## config.mk

```make
export PLATFORM = sky130hd
export DESIGN_NAME = serial_adder_nbit
export DESIGN_NICKNAME = d
export VERILOG_FILES = /design/src/rtl/serial_adder_nbit.sv
export SDC_FILE = /design/constraint.sdc
export NUM_CORES = 1
export LEC_CHECK = 0
export BUFFER_PORTS_ARGS = -buffer_cell sky130_fd_sc_hd__buf_4
export CAP_MARGIN = 15
export CORE_ASPECT_RATIO = 1.4
export CORE_MARGIN = 10
export CORE_UTILIZATION = 25
export CTS_BUF_LIST = sky130_fd_sc_hd__clkbuf_4 sky130_fd_sc_hd__clkbuf_8
export DETAILED_ROUTE_END_ITERATION = 8
export PLACE_DENSITY = 0.43
export SLEW_MARGIN = 40
export SYNTH_ARGS = -nofsm -noshare
export SYNTH_HDL_FRONTEND = slang
export SYNTH_SLANG_ARGS = --single-unit
```

## constraint.sdc

```tcl
create_clock -name clk -period 1.6 [get_ports clk]
set_input_delay 0.32 -clock clk [delete_from_list [all_inputs] [get_ports clk]]
set_output_delay 0.32 -clock clk [all_outputs]
set_load 0.005 [all_outputs]
```

## src/rtl/serial_adder_nbit.sv

```systemverilog
// Digit-serial adder/subtractor: a DIGIT-bit ripple slice plus carry flip-flop iterated
// WIDTH/DIGIT times, with valid/ready handshakes on the operand and result sides.
module serial_adder_nbit #(
    parameter int WIDTH = 8,
    parameter int DIGIT = 1
) (
    input  logic             clk,
    input  logic             rst,
    input  logic             in_valid,
    output logic             in_ready,
    input  logic [WIDTH-1:0] op_a,
    input  logic [WIDTH-1:0] op_b,
    input  logic             cin,
    input  logic             sub,
    output logic             out_valid,
    input  logic             out_ready,
    output logic [WIDTH-1:0] sum,
    output logic             cout,
    output logic             ovf,
    output logic             busy
);
    localparam int BEATS = WIDTH / DIGIT;
    localparam int CNT_W = (BEATS > 1) ? $clog2(BEATS) : 1;
    localparam logic [CNT_W-1:0] LAST_BEAT = CNT_W'(BEATS - 1);

    if (WIDTH < 2 || DIGIT < 1 || (WIDTH % DIGIT) != 0) begin : g_bad_params
        $error("serial_adder_nbit: WIDTH must be >= 2 and an exact multiple of DIGIT");
    end

    typedef enum logic [1:0] {
        S_IDLE,
        S_RUN,
        S_DONE
    } state_t;

    state_t           r_state;
    logic [WIDTH-1:0] r_a;
    logic [WIDTH-1:0] r_b;
    logic [WIDTH-1:0] r_res;
    logic [WIDTH-1:0] r_sum;
    logic [CNT_W-1:0] r_cnt;
    logic             r_carry;
    logic             r_cout;
    logic             r_ovf;
    logic             r_in_ready;
    logic             r_out_valid;
    logic             r_busy;

    logic [DIGIT:0]   w_digit;
    logic             w_msb_cin;
    logic [WIDTH-1:0] w_res_next;

    assign w_digit = {1'b0, r_a[DIGIT-1:0]} + {1'b0, r_b[DIGIT-1:0]} + {{DIGIT{1'b0}}, r_carry};

    // Carry into the slice MSB recovered from its sum bit, since s = a ^ b ^ c.
    assign w_msb_cin = r_a[DIGIT-1] ^ r_b[DIGIT-1] ^ w_digit[DIGIT-1];

    // Result bits enter at the MSB end so after the last beat the register is LSB-aligned.
    if (DIGIT == WIDTH) begin : g_single_beat
        assign w_res_next = w_digit[DIGIT-1:0];
    end else begin : g_multi_beat
        assign w_res_next = {w_digit[DIGIT-1:0], r_res[WIDTH-1:DIGIT]};
    end

    // NOTE: every register in this block uses <= so all of them sample the pre-edge values;
    // a blocking update of r_a here would feed the shifted operand into w_digit too early.
    always_ff @(posedge clk or posedge rst) begin
        if (rst) begin
            r_state     <= S_IDLE;
            r_a         <= '0;
            r_b         <= '0;
            r_res       <= '0;
            r_sum       <= '0;
            r_cnt       <= '0;
            r_carry     <= 1'b0;
            r_cout      <= 1'b0;
            r_ovf       <= 1'b0;
            r_in_ready  <= 1'b1;
            r_out_valid <= 1'b0;
            r_busy      <= 1'b0;
        end else begin
            case (r_state)
                S_IDLE: begin
                    if (in_valid) begin
                        r_a        <= op_a;
                        r_b        <= sub ? ~op_b : op_b;
                        r_carry    <= sub ? ~cin : cin;
                        r_cnt      <= '0;
                        r_in_ready <= 1'b0;
                        r_busy     <= 1'b1;
                        r_state    <= S_RUN;
                    end
                end
                S_RUN: begin
                    r_a     <= r_a >> DIGIT;
                    r_b     <= r_b >> DIGIT;
                    r_carry <= w_digit[DIGIT];
                    r_res   <= w_res_next;
                    r_cnt   <= r_cnt + 1'b1;
                    if (r_cnt == LAST_BEAT) begin
                        r_sum       <= w_res_next;
                        r_cout      <= w_digit[DIGIT];
                        r_ovf       <= w_msb_cin ^ w_digit[DIGIT];
                        r_busy      <= 1'b0;
                        r_out_valid <= 1'b1;
                        r_state     <= S_DONE;
                    end
                end
                S_DONE: begin
                    if (out_ready) begin
                        r_out_valid <= 1'b0;
                        r_in_ready  <= 1'b1;
                        r_state     <= S_IDLE;
                    end
                end
                default: begin
                    r_state <= S_IDLE;
                end
            endcase
        end
    end

    assign in_ready  = r_in_ready;
    assign out_valid = r_out_valid;
    assign busy      = r_busy;
    assign sum       = r_sum;
    assign cout      = r_cout;
    assign ovf       = r_ovf;

endmodule
```

==> results.txt, run 1 <==
The most numerous cell type found on the critical path is sky130_fd_sc_hd__xnor2_1. The tools report the number of nets produced by synthesis as 204. The signal on the critical path passes through fa_1, xnor2_1, xnor2_1, o21ai_0. The tools report the core box area as 7850 µm².

For the number of sinks handled by clock tree synthesis, the log shows 42. For this run, the top clock speed supported by timing is 0.659 GHz. The leakage power is 1.18 nW, and the ratio of final minimum period to clock period is 94.9%. Net switching is 32.8% of the power. The logs give 23 for the largest net degree at the start of global routing and 0 for the hold violation count in the final report. The run gives 0.29 ns as the clock latency on the worst-skew pair. The die covers 12200 µm². After detailed routing, the number of remaining DRC violations is 0. Among all flip-flop cells after synthesis, the most frequent one is sky130_fd_sc_hd__dfrtp_1. The HPWL after detailed placement is 3.33 mm.

By area, the combinational part of the netlist is dominated by compound AO/OA/AOI/OAI gates. The share of total power dissipated in the clock network is 16.8%. The register bit total from synthesis was 42. In this run the biggest area consumer among cell types represents 50.5% of the synthesized area. The slowest stage of the critical path is the sky130_fd_sc_hd__fa_1 cell. Across the run, the number of max-cap violations was 0. The average wire length per cell after detail routing was 14.7 µm; the standard cell area after detailed placement was 2430 µm². Sequential cells were found to cover 51.8% of the synthesized design area. The first global-routing pass estimated 7.93 mm of wire.

By area the synthesized netlist is led by sky130_fd_sc_hd__dfrtp_1 (51%), sky130_fd_sc_hd__mux2_2 (5.5%), sky130_fd_sc_hd__mux2_4 (5.2%). Detailed routing inserted a total of 1452 vias. The die extent in x was 96.2 µm; the internal power summed over all cells was 2.88 mW.

The die span in y was 127 µm. For the number of nets with antenna violations after routing, the log shows 0. The path class of the lowest-slack min-delay path was in2reg. Of the total synthesized cell area, the portion taken by full adders, half adders and majority gates is 2.22%.

Across the VDD grid, the largest voltage drop is 0.584 mV. For this block, the initial DRC count from the detailed router was 53. The hold-critical path depth was 2; the number of slew-limit violations in the final report was 0. 0 antenna diodes ended up in the layout. At the pin with the least slew margin, the transition time is 0.379 ns. Summed over all layers, the global routing overflow is 0. The post-route minimum period was 1.52 ns. The first-pass iteration count of the detailed router came out at 4. In this run the worst path has a maximum fanout of 4.

In the final design database the tool counted 247 nets. For this run, the share of the core covered by cells in the final layout is 32.7%. The dominant cell by count in the synthesized netlist was sky130_fd_sc_hd__dfrtp_1. The global placement routability congestion was 0.696.

The synthesized design spends more area on one cell type than any other, namely sky130_fd_sc_hd__dfrtp_1. For the worst path arrival time, the log shows 1.69 ns. Across every metal layer, demand over resource in global routing totals 8.12%. Critical path required time: 1.77 ns. TritonCTS built the clock tree. Once layout is done, the placed cells without fillers occupy 2570 µm². The share of total power dissipated in combinational logic is 40.5%.

The number of cells traversed by the worst register-to-register path was 4; the share of synthesized flip-flops with an asynchronous set or reset was 100%. The clock skew after layout was 0.0110 ns; the ratio of cells with drive above 1 in the final layout was 34.1%. The cell sitting at the root of the clock tree is a sky130_fd_sc_hd__clkbuf_8. A synthesized cell averages 11.3 µm².

The starting density of the core is 25.9%. In this run the deepest clock path goes through 2 buffers. The worst setup path is launched from a flip-flop.

Number of placed I/O pins: 35. By count the netlist is led by sky130_fd_sc_hd__dfrtp_1 (41), sky130_fd_sc_hd__a21oi_1 (17), sky130_fd_sc_hd__o21ai_0 (17). In this run, distinct cell masters in the synthesized netlist total 29. The number of buffers inserted by port buffering was 34. Yosys mapped a number of flops with a built-in enable equal to 0.

The flow ran to the end, and the final reports show no timing, DRC or antenna violations. The critical path endpoint category was a flip-flop. Power density of the placed cells: 1670 nW/µm². The synthesized netlist devotes 5.18% of its cell area to XOR and XNOR gates.

Summing the areas of all compound-gate instances in the mapped netlist gives 16.1% of the synthesized area. The run gives 1544 as the via count of the first global-routing pass. After technology mapping, the gate count stands at 179.

The clock tree synthesis step divided the H-tree into 2 levels. In this run, flip-flops and latches consume 42.7% of the power. After synthesis, the share of cell area in mux cells is 10.7%. After clock tree synthesis, the clock-pin slew on the worst setup and hold paths is 0.08 ns. The number of antenna violations at the first check in global routing was 0; the count of endpoints failing setup in the final report was 0. The largest single stage delay on the critical path is 0.60 ns.

Summing every instance area after synthesis gives 2030 µm². The critical path class was reg2reg. Measured against its own limit, the worst slew margin works out to 74.7%.

The tools report the number of warnings printed during yosys synthesis as 0. After Yosys synthesis, and, or, nand and nor cells account for 9.80% of the synthesized area. The sum of negative setup slack was 0 ns. After detailed routing, the number of vias per cell comes to 4.50. Routed wire length: 4.76 mm. The number of buffers added by the clock tree synthesis step was 5. The run gives 38 as the number of core rows.

The net switching power was 1.41 mW. The relative area change from synthesis to final layout was 26.4%.
## layout make-up
cell class	instances	area, µm²
clock buffers	7	90.1
inverters	4	15.0
clock inverters	1	5.00
multi-input cells	123	906
flip-flops and latches	42	1050
repair buffers	46	373
well taps	100	125
fillers	830	5280
## path summary, 6_finish.rpt
| kind | startpoint | endpoint | slack (ns) |
|---|---|---|---|
| setup / recovery | r_a[0]$_DFFE_PP0P_ | ovf$_DFFE_PP0P_ | 0.08 |
| hold / removal | out_ready | r_state[1]$_DFFE_PP0P_ | 0.22 |
| setup reg to reg | r_a[0]$_DFFE_PP0P_ | ovf$_DFFE_PP0P_ | 0.08 |
| hold reg to reg | r_a[6]$_DFFE_PP0P_ | r_a[6]$_DFFE_PP0P_ | 0.48 |
| max in group asynchronous | rst | sum[4]$_DFFE_PP0P_ | 0.54 |
| min in group asynchronous | rst | r_a[5]$_DFFE_PP0P_ | 0.50 |
## worst max-delay path: cells and delay by family, from the launching register on
family / cells / cell delay, ns
flops: 1 / 0.44
xor+xnor: 2 / 0.27
compound gates: 1 / 0.09
fa+ha+maj: 1 / 0.60
## cells in the final DEF (no fill, tap or decap), drive strengths merged, types with 2 or more instances in the layout
cell type / instances
a21oi: 17
a22o: 2
a22oi: 10
a31oi: 5
and2: 5
buf: 45
clkbuf: 7
dfrtp: 41
ha: 2
inv: 4
mux2: 17
nand2: 11
nand3b: 2
nor2: 2
nor2b: 14
o21ai: 20
xnor2: 3
xor2: 9
## through the flow
step | total power, mW | hold WS, ns | setup WS, ns | std cells
global placement | 3.59 | 0.253 | 0.112 | 311
floorplan | 2.98 | 0.406 | 0.161 | 179
finish | 4.29 | 0.222 | 0.0814 | 323
detailed placement | 3.61 | 0.260 | 0.0748 | 311
CTS | 4.36 | 0.215 | 0.0672 | 320
global route | 4.67 | 0.218 | -0.00965 | 323
## cell families (layout without fill, tap and decap cells)
logic type               after synthesis  count (layout)
XOR/XNOR                              12              12
adder cells (fa/ha/maj)                3               3
AND/OR/NAND/NOR                       34              35
multiplexers                          17              17
AO/OA/AOI/OAI                         56              56
buffers and inverters                 15              58
flip-flops                            42              42
## power groups by stage
stage	registers [mW]	logic (mW)	clock network [mW]
finish	1.83	1.74	0.718
global route	1.91	1.96	0.796
CTS	1.83	1.77	0.759
detailed placement	1.85	1.76	0
global placement	1.85	1.74	0
floorplan	1.77	1.21	0
## metal layers
layer	global-route usage, %	part of all wire [%]	up-vias
met5	0	0	-
met4	3.13	1.4	0
met3	2.83	5.4	4
met2	12.5	49	31
met1	10.1	44	706
li1	-	-	711
## sequential cells by signal (all words and copies together), names as in the netlist
signal and cells:
ovf 1, out_valid 1, r_carry 1, in_ready 1, sum 8, r_res 7, cout 1, r_b 8
busy 1, r_state 2, r_a 8, r_cnt 3
## timing repair
| item | 4_1_cts | 5_1_grt |
|---|---|---|
| hold buffers | 1 | 0 |
| setup buffers | 0 | 2 |
| hold endpoints to repair | 3 | 0 |
| gates resized for setup | 0 | 0 |
| setup endpoints to repair | 0 | 3 |
Power figures use the tool's default switching activity.
==> run 2: changes to the inputs <==
--- a/config.mk
+++ b/config.mk
@@ -9,11 +9,11 @@
 export CAP_MARGIN = 15
 export CORE_ASPECT_RATIO = 1.4
 export CORE_MARGIN = 10
-export CORE_UTILIZATION = 25
+export CORE_UTILIZATION = 45
 export CTS_BUF_LIST = sky130_fd_sc_hd__clkbuf_4 sky130_fd_sc_hd__clkbuf_8
 export DETAILED_ROUTE_END_ITERATION = 8
-export PLACE_DENSITY = 0.43
-export SLEW_MARGIN = 40
+export PLACE_DENSITY = 0.67
+export RECOVER_POWER = 100
 export SYNTH_ARGS = -nofsm -noshare
 export SYNTH_HDL_FRONTEND = slang
 export SYNTH_SLANG_ARGS = --single-unit
==> run 2 against run 1 <==
Via count shrank 2.3%. Sequential power is essentially flat. Final area shrank 6.7%. Worst setup slack gained 0.018 ns. Critical path depth is the same. Maximum frequency grew 1.2%. Total power shrank 6.3%. Cell count shrank 14%. Non-clock buffer count shrank 3. Sequential share of layout area grew 3.0 points. Combinational power shrank 10%. Highest routed layer unchanged.
==> results.txt, run 2 (synthesis gave the netlist of run 1 again) <==
The footprint of the flip-flops and latches is 1050 µm². The HPWL after detailed placement is 3.08 mm. After detailed routing, the average wire length per cell comes to 15.0 µm.

CTS placed an instance of sky130_fd_sc_hd__clkbuf_8 at the clock tree root. The run gives 28 as the number of core rows. The pin slew with the least headroom to its limit came out at 1.02 ns. The final core area utilization was 55.5%; the remaining routing DRC violations was 0. TritonCTS built the clock tree.

Overall fraction of global-route tracks in use: 11.4%. The worst setup path is of the reg2reg kind. The filler cells instantiated in the layout total 399. Dividing the detail-routed via count by the number of cells gives 5.12. The worst hold path begins at out_ready. Tracing the worst setup path back leads to its startpoint at r_carry$_DFFE_PP0P_. The tools report the standard cell area after detailed placement as 2360 µm². Global routing finished with a remaining overflow of 0.

Setup repair after global routing left no endpoint under its margin. The number of slew-limit violations in the final report was 0; the maximum ir drop on the vdd rail was 0.763 mV. Summing over every cut layer, the via total after detailed routing is 1419.

The fmax came out at 0.666 GHz. The peak fanout along the critical path is 3, and the clock skew after layout is 0.00290 ns. Summed over all layers, the routed wires come to 4.17 mm. Total power for the finished layout comes to 4.02 mW.

The multi-input combinational cells in the finished layout cover a total of 863 µm². The die extent in x is 76.8 µm, and the worst slack after detailed placement is 0.0591 ns. The max capacitance violation total is 0, and the number of buffers on the longest clock path is 2.

The tools report the startpoint kind of the worst setup timing path as a flip-flop. For this block, the initial DRC count from the detailed router was 56. The clock slew at the register clock pins of the worst setup and hold paths was 0.07 ns.

The die span in y is 99.5 µm. The initial utilization of the core area, before any placement, comes to 47.1%. For this design the ratio of total power to cell area is 1680 nW/µm². The number of gates resized after CTS was 0. The first-pass iteration count of the detailed router came out at 4.

The count of nets left with antenna violations once routing finished came out at 0. The net count of the finished layout is 243. For this design the static power due to leakage is 1.10 nW. During placement, the flow inserted port buffers numbering 34.

The flow ran to the end, and the final reports show no timing, DRC or antenna violations. After layout, the worst path uses 93.8% of the clock period. Clock latency on the worst-skew pair, taken at its later pin, is 0.28 ns.

The critical path required time is 1.77 ns, and the number of cells in the design after placement is 271. Once layout is done, the placed cells without fillers occupy 2390 µm². The relative area change from synthesis to final layout is 17.9%, and the reg2reg setup slack is 0.1 ns. The most common library cell in the layout ignoring fill and taps was sky130_fd_sc_hd__dfrtp_1.

The number of antenna violations at the first check in global routing was 0; the sum of negative setup slack was 0 ns. The startpoint identified for the worst register-to-register timing path is r_carry$_DFFE_PP0P_. Excluding fillers, the count of instances in the completed layout stands at 277. The worst path arrival time was 1.67 ns; the global placement routability congestion was 0.794.

The logs give 0 for the hold buffer count at cts and 0 for the number of antenna cells inserted. The H-tree was split into 2 levels. Number of placed I/O pins: 35. Hold timing on the final database bottoms out at a slack of 0.229 ns.

Entering global routing, the biggest net connects 43 pins. The via count of the first global-routing pass was 1517; the number of setup buffers added after CTS was 0. Counting every sink on the clock net gives 42. The path class of the lowest-slack min-delay path is in2reg. STA classifies the critical path endpoint as a flip-flop. In the layout the commonest cells are sky130_fd_sc_hd__dfrtp_1 (41), sky130_fd_sc_hd__buf_4 (25), sky130_fd_sc_hd__o21ai_0 (20). Setup slack on the critical path of the routed design comes to 0.0995 ns. In this run, CTS created clock tree buffers numbering 5. For the hold violation count in the final report, the log shows 0. Headroom to the max-slew limit came out at 31.8%. The die covers 7640 µm².

The post-route minimum period is 1.50 ns, and the first-pass GRT wire length is 7.20 mm. After floorplanning, the core was sized to cover 4310 µm². The count of endpoints failing setup in the final report was 0. In the final layout, the share of cells above drive strength 1 is 27.2%.
-- run 2: changes by cell type in the layout (fill, tap and decap cells not counted), sizes merged --
cell	before	now
dlygate4sd3	1	0
clkbuf	7	24
buf	45	25
nand3b	2	1
clkinv	1	0
-- run 2: area by class of cell --
type	instances	share of cell area (%)
inverters	4	0.627
well taps	60	3.14
flip-flops and latches	42	44.0
repair buffers	43	12.8
clock buffers	6	3.45
multi-input cells	122	36.1
-- run 2: path summary, 6_finish.rpt --
path,cells after the start,endpoint
max,4,ovf$_DFFE_PP0P_
min,2,r_state[1]$_DFFE_PP0P_
max reg2reg,4,ovf$_DFFE_PP0P_
min reg2reg,2,ovf$_DFFE_PP0P_
max in group asynchronous,3,r_a[4]$_DFFE_PP0P_
min in group asynchronous,3,out_valid$_DFFE_PP0P_
-- run 2: metal layers --
metal	vias to the layer above	share of wire (%)	GRT usage (%)	routed length (µm)
met5	-	0	0	0
met4	0	1.4	4.30	57
met3	4	4.2	3.78	177
met2	30	50	18.5	2070
met1	691	45	13.8	1860
li1	694	-	-	-
-- run 2: worst max-delay path, cell delays in order (launching register included) --
cell	delay [ns]
sky130_fd_sc_hd__dfrtp_1	0.41
sky130_fd_sc_hd__fa_1	0.61
sky130_fd_sc_hd__xnor2_1	0.15
sky130_fd_sc_hd__xnor2_1	0.13
sky130_fd_sc_hd__o21ai_0	0.08
-- run 2: where the power goes --
group,switching [mW],internal (mW)
combinational,0.724,0.837
clock,0.320,0.333
sequential,0.296,1.51
